## src/rtl/dma_pkg.sv

```systemverilog
// Shared definitions for the DMA controller: channel count, channel-index
// width, the priority-resolver state encoding and a one-hot helper.
package dma_pkg;

  localparam int NUM_CH = 4;
  localparam int CH_W   = 2;

  typedef enum logic [1:0] {
    IDLE    = 2'd0,
    REQ     = 2'd1,
    SERVICE = 2'd2
  } prState_t;

  // One-hot vector with only bit `ch` set.
  function automatic logic [NUM_CH-1:0] ch_onehot(input logic [CH_W-1:0] ch);
    logic [NUM_CH-1:0] one;
    one = NUM_CH'(1);
    return one << ch;
  endfunction

endpackage

```

## src/rtl/dma_priority_encoder.sv

```systemverilog
// Combinational priority pick: the first requesting channel found when
// scanning upward (mod 4) from topCh wins.
module dma_priority_encoder
  import dma_pkg::*;
(
  input  logic [NUM_CH-1:0] effReq,
  input  logic [CH_W-1:0]   topCh,
  output logic              any,
  output logic [CH_W-1:0]   winner
);

  // rot_req[k] is the request of the channel k positions below topCh.
  logic [NUM_CH-1:0] rot_req;
  logic [CH_W-1:0]   offset;

  genvar gi;
  generate
    for (gi = 0; gi < NUM_CH; gi++) begin : g_rot
      assign rot_req[gi] = effReq[topCh + CH_W'(gi)];
    end
  endgenerate

  // Lowest rotated position with a request wins; scan high-to-low so the
  // last assignment is the lowest set bit.
  always_comb begin
    offset = '0;
    for (int i = NUM_CH - 1; i >= 0; i--) begin
      if (rot_req[i]) offset = CH_W'(i);
    end
  end

  assign any    = |rot_req;
  assign winner = topCh + offset;

endmodule

```

## src/rtl/dma_priority_resolver.sv

```systemverilog
// DREQ conditioning, masking, fixed/rotating arbitration and DACK generation
// for a four-channel 8237A-style DMA controller.
module dma_priority_resolver
  import dma_pkg::*;
#(
  parameter int NUM_CH      = 4,
  parameter int SYNC_STAGES = 2
) (
  input  logic              CLK,
  input  logic              RESET,
  input  logic [NUM_CH-1:0] DREQ,
  input  logic [NUM_CH-1:0] maskReg,
  input  logic [NUM_CH-1:0] requestReg,
  input  logic              cmdDisable,
  input  logic              cmdRotating,
  input  logic              cmdDreqLow,
  input  logic              cmdDackHigh,
  input  logic              hrq,
  input  logic              validDACK,
  input  logic              serviceDone,
  output logic              VALID_DREQ0,
  output logic              VALID_DREQ1,
  output logic              VALID_DREQ2,
  output logic              VALID_DREQ3,
  output logic [NUM_CH-1:0] DACK,
  output logic [CH_W-1:0]   activeCh
);

  // hrq is informational only; timing control already folds it into
  // validDACK / serviceDone.
  logic unused_hrq;
  assign unused_hrq = hrq;

  // ---------------- request conditioning ----------------
  logic [NUM_CH-1:0] sync_reg  [SYNC_STAGES];
  logic [NUM_CH-1:0] sync_next [SYNC_STAGES];
  logic [NUM_CH-1:0] hw_req;
  logic [NUM_CH-1:0] eff_req;

  genvar gi;
  generate
    for (gi = 0; gi < SYNC_STAGES; gi++) begin : g_sync
      if (gi == 0) begin : g_first
        assign sync_next[gi] = DREQ;
      end else begin : g_chain
        assign sync_next[gi] = sync_reg[gi-1];
      end
    end
  endgenerate

  // Synchronizer shift chain for the asynchronous DREQ pins.
  always_ff @(posedge CLK) begin
    if (RESET) begin
      for (int i = 0; i < SYNC_STAGES; i++) sync_reg[i] <= '0;
    end else begin
      for (int i = 0; i < SYNC_STAGES; i++) sync_reg[i] <= sync_next[i];
    end
  end

  assign hw_req  = sync_reg[SYNC_STAGES-1] ^ {NUM_CH{cmdDreqLow}};
  assign eff_req = cmdDisable ? '0 : ((hw_req | requestReg) & ~maskReg);

  // ---------------- arbitration ----------------
  prState_t          state_reg, state_next;
  logic [CH_W-1:0]   grant_reg, grant_next;
  logic [CH_W-1:0]   top_reg,   top_next;
  logic [NUM_CH-1:0] valid_reg, valid_next;
  logic [NUM_CH-1:0] dack_on_reg, dack_on_next;
  logic              enc_any;
  logic [CH_W-1:0]   enc_winner;

  dma_priority_encoder u_encoder (
    .effReq (eff_req),
    .topCh  (top_reg),
    .any    (enc_any),
    .winner (enc_winner)
  );

  // State and registered outputs; reset wins over any in-flight service.
  always_ff @(posedge CLK) begin
    if (RESET) begin
      state_reg   <= IDLE;
      grant_reg   <= '0;
      top_reg     <= '0;
      valid_reg   <= '0;
      dack_on_reg <= '0;
    end else begin
      state_reg   <= state_next;
      grant_reg   <= grant_next;
      top_reg     <= top_next;
      valid_reg   <= valid_next;
      dack_on_reg <= dack_on_next;
    end
  end

  // Next-state selection.
  always_comb begin
    state_next = state_reg;
    unique case (state_reg)
      IDLE: begin
        if (enc_any) state_next = REQ;
      end
      REQ: begin
        if (validDACK)                state_next = SERVICE;
        else if (!eff_req[grant_reg]) state_next = IDLE;
      end
      SERVICE: begin
        // Masking the channel mid-service is ignored: only timing control
        // ends a service.
        if (serviceDone || !validDACK) state_next = IDLE;
      end
      default: state_next = IDLE;
    endcase
  end

  // Grant, pointer, VALID_DREQ and DACK register updates.
  always_comb begin
    grant_next   = grant_reg;
    top_next     = cmdRotating ? top_reg : '0;
    valid_next   = valid_reg;
    dack_on_next = dack_on_reg;
    unique case (state_reg)
      IDLE: begin
        if (enc_any) begin
          grant_next = enc_winner;
          valid_next = ch_onehot(enc_winner);
        end
      end
      REQ: begin
        if (validDACK) begin
          dack_on_next = ch_onehot(grant_reg);
        end else if (!eff_req[grant_reg]) begin
          valid_next = '0;
        end
      end
      SERVICE: begin
        if (serviceDone) begin
          valid_next   = '0;
          dack_on_next = '0;
          // Serviced channel drops to lowest priority.
          if (cmdRotating) top_next = grant_reg + CH_W'(1);
        end else if (!validDACK) begin
          valid_next   = '0;
          dack_on_next = '0;
        end
      end
      default: begin
        valid_next   = '0;
        dack_on_next = '0;
      end
    endcase
  end

  assign VALID_DREQ0 = valid_reg[0];
  assign VALID_DREQ1 = valid_reg[1];
  assign VALID_DREQ2 = valid_reg[2];
  assign VALID_DREQ3 = valid_reg[3];
  assign activeCh    = grant_reg;
  // Polarity is applied after the register so a command write takes effect
  // immediately.
  assign DACK        = dack_on_reg ^ {NUM_CH{~cmdDackHigh}};

endmodule

```

## config.mk

```make
export PLATFORM = sky130hd
export DESIGN_NAME = dma_priority_resolver
export DESIGN_NICKNAME = d
export VERILOG_FILES = /design/src/rtl/dma_pkg.sv /design/src/rtl/dma_priority_encoder.sv /design/src/rtl/dma_priority_resolver.sv
export SDC_FILE = /design/constraint.sdc
export NUM_CORES = 1
export LEC_CHECK = 0
export CAP_MARGIN = 10
export CORE_MARGIN = 8
export CORE_UTILIZATION = 35
export CTS_BUF_LIST = sky130_fd_sc_hd__clkbuf_4
export DETAILED_ROUTE_END_ITERATION = 10
export DONT_BUFFER_PORTS = 1
export HOLD_SLACK_MARGIN = 0.1
export MAX_ROUTING_LAYER = met4
export PLACE_DENSITY_LB_ADDON = 0.25
export SYNTH_ARGS = -nofsm -noshare
export SYNTH_HDL_FRONTEND = slang
export SYNTH_SLANG_ARGS = --single-unit
```

## constraint.sdc

```tcl
create_clock -name CLK -period 4.7 [get_ports CLK]
set_clock_uncertainty 0.15 [all_clocks]
set_input_delay 0.47 -clock CLK [delete_from_list [all_inputs] [get_ports CLK]]
set_output_delay 0.47 -clock CLK [all_outputs]
set_load 0.02 [all_outputs]
```

======== Word level (Yosys, flattened, before mapping) ========
Memory sizes are Yosys's and may differ from the RTL's.
Cells that the tools add are included.
operators by class
  add/subtract/negate cells ............... 5
  $lt $le $gt $ge ......................... 5
  equality and inequality tests ........... 9
  shift operators ......................... 2
  multiplexer cells ....................... 37
  bitwise operators ....................... 9
  reductions and logical operators ........ 8
operators with widths
  kind                                                         number
  two-way mux 4 bit                                            9
  two-way mux 2 bit                                            12
  case mux 4 bit (3 select lines)                              2
  less-than comparator 2 x 3 -> 1 bit (second input constant)  5
  binary-select mux 1 bit (select 2 bit)                       5
  != test 2 bit (second input constant)                        5
  two-way mux 1 bit                                            8
  << shifter 1 x 2 -> 4 bit (first input constant)             2
  XOR 4 bit                                                    2
  != test 3 bit (second input constant)                        2
  case mux 2 bit (3 select lines)                              1
  AND reduction 3 bit                                          2
  adder 2 x 1 -> 2 bit (second input constant)                 2
  adder 2 bit (second input constant)                          2
  AND 4 bit                                                    1
  NOT 4 bit                                                    1
  OR 4 bit                                                     1
  AND reduction 4 bit                                          1
  OR reduction 4 bit                                           1
  adder 2 bit                                                  1
  == test 2 x 1 -> 1 bit (second input constant)               1
  == test 2 bit (second input constant)                        1
  logical NOT 2 bit                                            1
  NOT 1 bit                                                    2
  4 further kinds                                              5
storage, ports and cells
  register bits after elaboration ......... 14
  memory bits (writable) .................. 8
  input bits .............................. 21
  output and inout bits ................... 10
  logic and storage cells ................. 81
  memories kept ........................... 1
memory list
  name      depth  width  rd ports  clocked after memory_dff  write ports  RTL line                     RTL
  sync_reg  2      4      2         0                         2            dma_priority_resolver.sv:35  logic [NUM_CH-1:0] sync_reg [SYNC_STAGES];

======== Longest topological paths before layout ========
Gate-level depths: netlist of the first run.
  word-level depth ........................ 14
  depth in mapped cells ................... 10
  mapped depth without buffers ............ 10

======== Cells and area by module ========
From an unflattened synthesis of the first run, not the netlist that was laid out.
second synthesis, totals
  cell total of the unflattened synthesis .. 141
  area total of the unflattened synthesis .. 1227.4 um^2
by module, submodules not included
  module                 times used  cells an instance  area an instance (um^2)  sequential area each (um^2)
  dma_priority_resolver  1           116                1061.0                   440.4
  dma_priority_encoder   1           25                 166.4                    0.0

======== Worst setup path before layout of the first run ========
OpenSTA, ideal clock, no wires.
  kind .................................... input port to flip-flop
  start point ............................. input port cmdDreqLow
  end point ............................... register grant_reg[1], in the netlist activeCh[1]
  library setup time ...................... 120 ps
  arrival ................................. 2131 ps
  setup slack ............................. 2299 ps
  stages on the path ...................... 8
  path through ............................ xor2_1 o21a_1 o311a_2 o211ai_1 ha_1 xor2_1 a21oi_1 o31a_1
on the way
  longest elaborated chain between the ends .. 11
ends and longest elaborated chain
  element                                  RTL line                     RTL
  start: declaration                       dma_priority_resolver.sv:16  input logic cmdDreqLow,
  XOR 4 bit (*)                            dma_priority_resolver.sv:60  assign hw_req = sync_reg[SYNC_STAGES-1] ^ {NUM_CH{cmdDreqLow}};
  OR 4 bit (*)                             dma_priority_resolver.sv:61  assign eff_req = cmdDisable ? '0 : ((hw_req | requestReg) & ~maskReg);
  AND 4 bit (*)                            dma_priority_resolver.sv:61
  two-way mux 4 bit (*)                    dma_priority_resolver.sv:61
  binary-select mux 1 bit (select 2 bit)   dma_priority_encoder.sv:19   assign rot_req[gi] = effReq[topCh + CH_W'(gi)];
  two-way mux 1 bit (implied by the code)  dma_priority_encoder.sv:19
  two-way mux 2 bit (4 in a row)           dma_priority_encoder.sv:28   if (rot_req[i]) offset = CH_W'(i);
  adder 2 bit                              dma_priority_encoder.sv:33   assign winner = topCh + offset;
  end signal: assignment                   dma_priority_resolver.sv:89  grant_reg <= grant_next;
  end: declaration                         dma_priority_resolver.sv:65  logic [CH_W-1:0] grant_reg, grant_next;
Every way passes the cells marked *; elsewhere a longest branch is shown, timed or not. The select of a mux whose other input is x is not followed.
A chain may end at the register's enable or synchronous reset.

==> impl_metrics.csv, run 1 <==
group,metric,value,unit
timing,slew_viol_final,0,
job,maxCapViolations,0,
critical_path,crit_path_start_kind,"flip-flop",
timing,final-setup-viol-count,0,
finish,n_antenna_cell,0,
timing,timing.fmax,410,MHz
timing,slew_headroom,60.3,%
synth,netlist_instances,140,
routing,drt-pass1-iter-count,4,
routing,drt_iter0_markers,42,
synth,ys_types,39,
status,outcome,"completed",
cts,cts_max_path_buffers,2,
routing,drc_errors,0,
synth,synth.cell_area,1280,um2
critical_path,arrival,2.55,ns
floorplanning,fp.dieW,76.4,um
floorplanning,rows,22,
grt,grt_overflow,0,
cts,clk_latency,0.30,ns
floorplanning,pin_count,31,
grt,grt_pass1_vias,984,
grt,grtUsageTotal,9.53,%
routing,wl_per_cell,14.3,um
cts,cts_sinks,22,
cts,htreeDepth,1,
timing,fin_setup_tns,0,ns
synth,ys_ff_latch,22,
timing,timing.final.ws_setup,2.26,ns
finish,area_growth_syn_to_layout,5.78,%
grt,grt_pass1_wl,4.56,mm
timing,worstMarginPinSlew,0.594,ns
critical_path,cp-end-kind,"flip-flop",
timing,rsz0062_at_grt,"no",
finish,largest_reg_flops,8,
synth,synth_fp_nets,166,
pwr,ir_worst_vdd,0.121,mV
cts,cts.clk_slew.worst_paths,0.12,ns
critical_path,required,4.81,ns
synth,synth-seq-area-share,34.5,%
placement,dp_slack,2.07,ns
timing,hold_viol_final,0,
finish,fin_nets,167,
hold_path,min_path_type,"input pin to flip-flop",
floorplanning,dieHeight,76.4,um
timing,min_period_over_period,51.9,%
routing,viasPerCell,5.31,
critical_path,critPathKind,"flip-flop to flip-flop",
pwr,cellPowerDensity,278,nW/um2
synth,synth_area_per_cell,9.12,um2
floorplanning,coreArea,3580,um2
routing,num_vias,998,
synth,yosysWarnings,0,
placement,dp_hpwl,2.08,mm
grt,grt_max_degree,16,
floorplanning,initial_core_util,35.7,%
critical_path,cp_max_fo,7,
finish,drive_gt1_share,10.7,%
routing,drtAntennaViolNets,0,
routing,routed_wirelength,2.70,mm
floorplanning,dieArea,5840,um2
placement,port_buffers,0,
grt,antenna_found_initial,0,
pwr,leakage,0.000485,uW
placement,place.gp.congestion,0.851,
timing,post-route-min-period,2.44,ns
cts,cts_tree,"built",
cts,cts-root-buf,"clkbuf_4",
cts,cts_buffers,3,
[layer usage]
layer	wire, um	vias to the layer above	global-route usage (%)
met2	1380	13	15.9
met4	17	0	2.88
met5	0	-	-
li1	-	516	-
met3	121	2	3.07
met1	1180	467	10.6
[cells in the final DEF (no fill, tap or decap), types with 2 or more instances in the layout]
cell | synthesis | layout
xor2_1 | 5 | 5
o21a_2 | 3 | 3
ha_1 | 5 | 5
nor3_1 | 5 | 5
nand3b_1 | 5 | 5
o21ai_0 | 6 | 6
nor4_1 | 2 | 2
nand2b_1 | 4 | 4
o21ai_1 | 3 | 3
a2111oi_2 | 2 | 2
nor2b_1 | 9 | 9
a21oi_1 | 3 | 3
o2111ai_1 | 2 | 2
inv_1 | 3 | 3
mux2i_1 | 3 | 3
dfxtp_1 | 22 | 22
clkbuf_4 | 0 | 3
xnor2_1 | 5 | 5
o21ai_2 | 2 | 2
a22oi_1 | 5 | 5
o21a_1 | 3 | 3
nor2_1 | 14 | 14
nand3_1 | 9 | 9
[cells by family (layout without fill, tap and decap cells)]
group                      count (synthesis)  in the layout  synth area share [%]
xor gates and xnor gates                  10             10                  6.86
muxes                                      4              4                  4.11
adders and majority gates                  5              5                  4.90
DFF                                       22             22                  34.5
and+or+nand+nor                           53             53                  22.2
AOI/OAI and AO/OA                         38             38                  24.8
buffers and inverters                      8              8                  2.64
[path summary, 6_finish.rpt]
path                                   from                        end  slack (ns)  cells after the start
setup / recovery  sync_reg[0][4]$_SDFF_PP0_  valid_reg[0]$_SDFFE_PP0P_        2.26                      8
hold / removal                      DREQ[1]  sync_reg[0][1]$_SDFF_PP0_        0.14                      1
setup reg to reg  sync_reg[0][4]$_SDFF_PP0_  valid_reg[0]$_SDFFE_PP0P_        2.26                      8
hold reg to reg   sync_reg[0][2]$_SDFF_PP0_  sync_reg[0][6]$_SDFF_PP0_        0.30                      1
[metrics by stage]
| stage | utilization (%) | instances | instance area [um2] | total power (uW) | hold WS [ns] |
|---|---|---|---|---|---|
| after detailed placement | 36.7 | 183 | 1320 | 291 | 0.270 |
| after floorplan | - | 140 | 1280 | 280 | 0.264 |
| after CTS | 37.8 | 188 | 1350 | 382 | 0.125 |
| final | 37.8 | 188 | 1350 | 375 | 0.136 |
| after global placement | 36.7 | 183 | 1320 | 289 | 0.268 |
| after global routing | 37.8 | 188 | 1350 | 397 | 0.128 |
[power breakdown]
group / internal [uW] / switching (uW) / total [uW] / leakage (uW)
Sequential: 197 / 15.4 / 212 / 0.000180
Combinational: 32.4 / 43.9 / 76.2 / 0.000290
Clock: 31.0 / 55.8 / 86.8 / 0.0000154
[cell type report]
cell class | count | area [um2]
Fill cell | 398 | 2230
Sequential cell | 22 | 440
Clock buffer | 3 | 22.5
Timing Repair Buffer | 1 | 10.0
Multi-Input combinational cell | 110 | 803
Clock inverter | 1 | 3.75
Tap cell | 48 | 60.1
Inverter | 3 | 11.3
[critical path, cell delays in order (launching register included)]
cell and delay, ns:
dfxtp_1 0.33, xor2_1 0.16, o21ai_1 0.44, a311oi_1 0.17
o211ai_1 0.22, ha_1 0.30, nor4_1 0.36, o21ai_0 0.16
nand3_1 0.09
[cells in the mapped netlist]
library cell | n | share of area (%)
a2111oi_2 | 2 | 2.4
a211oi_1 | 1 | 0.59
a21o_1 | 1 | 0.59
a21oi_1 | 3 | 1.2
a22oi_1 | 5 | 2.9
a311oi_1 | 1 | 0.69
and2_1 | 1 | 0.49
buf_4 | 1 | 0.59
clkbuf_1 | 4 | 1.2
dfxtp_1 | 22 | 34
ha_1 | 5 | 4.9
inv_1 | 3 | 0.88
mux2i_1 | 3 | 2.4
mux4_2 | 1 | 1.8
nand2_1 | 1 | 0.29
nand2b_1 | 4 | 2.0
nand3_1 | 9 | 3.5
nand3b_1 | 5 | 2.9
nand4_1 | 1 | 0.49
nor2_1 | 14 | 4.1
nor2_2 | 1 | 0.49
nor2b_1 | 9 | 4.4
nor3_1 | 5 | 2.0
nor3b_1 | 1 | 0.59
nor4_1 | 2 | 0.98
o2111a_1 | 1 | 0.88
o2111ai_1 | 2 | 1.4
o211ai_1 | 1 | 0.59
o21a_1 | 3 | 1.8
o21a_2 | 3 | 2.1
o21ai_0 | 6 | 2.4
o21ai_1 | 3 | 1.2
o21ai_2 | 2 | 1.4
o221ai_2 | 1 | 1.2
o311a_2 | 1 | 0.88
o31a_1 | 1 | 0.69
o41ai_4 | 1 | 2.2
xnor2_1 | 5 | 3.4
xor2_1 | 5 | 3.4
[timing repair]
item / in CTS / in global routing
setup buffers: 0 / 0
resized for setup: 0 / 0
hold endpoints to repair: 15 / 0
hold buffers: 1 / 0
Power figures use the tool's default switching activity.
==> run 2, diff against run 1 <==
Clock period 4.7 ns to 2.05 ns, I/O delays scaled along.
==> impl_metrics.csv, run 2 (synthesis gave the netlist of run 1 again) <==
group,metric,value,unit
routing,drtAntennaViolNets,0,
critical_path,crit_path_start_kind,"flip-flop",
critical_path,ff2ff_path_depth,8,
timing,slew_viol_final,0,
finish,n_fill_cell,370,
routing,drt-pass1-iter-count,4,
pwr,cellPowerDensity,546,nW/um2
cts,cts_buffers,3,
timing,fin_setup_tns,-0.982,ns
timing,hold_viol_final,0,
routing,wl_per_cell,14.4,um
floorplanning,initial_core_util,35.7,%
finish,drive_gt1_share,27.3,%
finish,largest_reg_flops,8,
placement,dp_hpwl,2.35,mm
placement,port_buffers,0,
critical_path,arrival,2.35,ns
timing,min_period_over_period,112,%
floorplanning,rows,22,
routing,top_layer,"met4",
finish,seq_area,444,um2
cts,htreeDepth,1,
grt,grt_max_degree,25,
cts,cts_tree,"built",
floorplanning,dieHeight,76.4,um
floorplanning,pin_count,31,
timing,slew_headroom,38.2,%
timing,post-route-min-period,2.29,ns
finish,n_antenna_cell,0,
hold_path,min_path_type,"input pin to flip-flop",
placement,placed_cells,201,
grt,grt_overflow,0,
routing,num_vias,1103,
cts,cts_max_path_buffers,2,
pwr,ir_worst_vdd,0.305,mV
critical_path,required,2.11,ns
finish,layout_common_cells,"dfxtp_1, buf_4, nor2_1, nand3_1, nor2b_1",
job,maxCapViolations,0,
routing,viasPerCell,5.18,
timing,final-setup-viol-count,5,
timing,worstMarginPinSlew,0.924,ns
timing,timing.final.ws_setup,-0.245,ns
routing,wl_met1,1.32,mm
finish,finalNonFillerCells,213,
finish,finalInstanceArea,1710,um2
floorplanning,coreArea,3580,um2
floorplanning,fp.dieW,76.4,um
grt,grt_pass1_wl,5.14,mm
routing,dr_wl_met3,145,um
placement,place.gp.congestion,0.853,
grt,grtUsageTotal,10.8,%
grt,antenna_found_initial,0,
pwr,leakage,0.000627,uW
routing,routed_wirelength,3.07,mm
status,outcome,"finished with violations",
finish,fin_nets,193,
routing,wl_met2,1.58,mm
critical_path,cp_max_fo,3,
hold_path,holdPathStages,3,
floorplanning,dieArea,5840,um2
finish,multi_input_area,945,um2
cts,cts-root-buf,"clkbuf_4",
cts,cts.clk_slew.worst_paths,0.12,ns
grt,grt_pass1_vias,1148,
critical_path,cp-end-kind,"flip-flop",
finish,area_growth_syn_to_layout,33.8,%
cts,clk_latency,0.30,ns
cts,cts_sinks,22,
routing,drt_iter0_markers,34,
placement,dpl_cell_area,1510,um2
finish,final_common_cell,"dfxtp_1",
timing,rsz0062_at_grt,"yes",
status,violations,"negative setup slack",
timing,timing.fmax,436,MHz
routing,drc_errors,0,
critical_path,critPathKind,"flip-flop to flip-flop",
[run 2: cell types whose count changed in the layout (fill, tap and decap cells not counted), sizes merged]
cell | before | now
buf | 0 | 19
dlygate4sd3 | 1 | 8
clkinv | 1 | 0
[run 2: path summary, 6_finish.rpt]
check | slack (ns) | endpoint | from
worst max register to register | -0.24 | activeCh[1]$_SDFFE_PP0P_ | sync_reg[0][6]$_SDFF_PP0_
worst min-delay path | 0.11 | dack_on_reg[0]$_SDFFE_PP0P_ | validDACK
worst min register to register | 0.30 | sync_reg[0][6]$_SDFF_PP0_ | sync_reg[0][2]$_SDFF_PP0_
worst max-delay path | -0.24 | activeCh[1]$_SDFFE_PP0P_ | sync_reg[0][6]$_SDFF_PP0_
[run 2: layer usage]
layer / GRT usage [%] / up-vias
met3: 2.83 / 2
met4: 4.04 / 0
met5: - / -
met2: 18.6 / 18
met1: 11.6 / 520
li1: - / 563
[run 2: area by class of cell]
type                            instances  share of cell area (%)
Multi-Input combinational cell        110                    55.3
Timing Repair Buffer                   27                    13.3
Tap cell                               48                    3.51
Sequential cell                        22                    26.0
Inverter                                3                   0.659
Clock buffer                            3                    1.32
[run 2: stage by stage]
stage	util (%)	total power [uW]	worst slack (ns)	hold slack, ns
after floorplan	-	650	-0.0899	0.183
after global placement	42.1	701	-0.190	0.125
after detailed placement	42.1	707	-0.228	0.129
after CTS	47.4	942	-0.237	0.109
after global routing	47.8	988	-0.362	0.132
final	47.8	933	-0.245	0.115
[run 2: worst max-delay path: stages (launching register included)]
cell and delay [ns]:
dfxtp_1 0.33, xor2_1 0.17, o21a_1 0.20, o311a_4 0.30
o211ai_1 0.28, ha_4 0.26, xor2_4 0.22, a21oi_1 0.06
o31a_1 0.24
[run 2: where the power goes]
| group | total [uW] | internal [uW] | switching (uW) |
|---|---|---|---|
| Sequential | 476 | 451 | 25.2 |
| Clock | 195 | 68.6 | 127 |
| Combinational | 262 | 124 | 138 |
[run 2: timing repair]
item | CTS | global route
hold buffers | 8 | 0
pin swaps | 9 | 5
setup endpoints to repair | 5 | 6
endpoints found under the hold margin | 22 | 0
gates resized for setup | 10 | 3
buffers inserted | 1 | 0
==> run 3, diff against run 2 <==
Settings changed: GPL_ROUTABILITY_DRIVEN set to 0.
==> results of run 3 <==
Same layout as run 2: the final DEF is identical, and so are final timing and power.
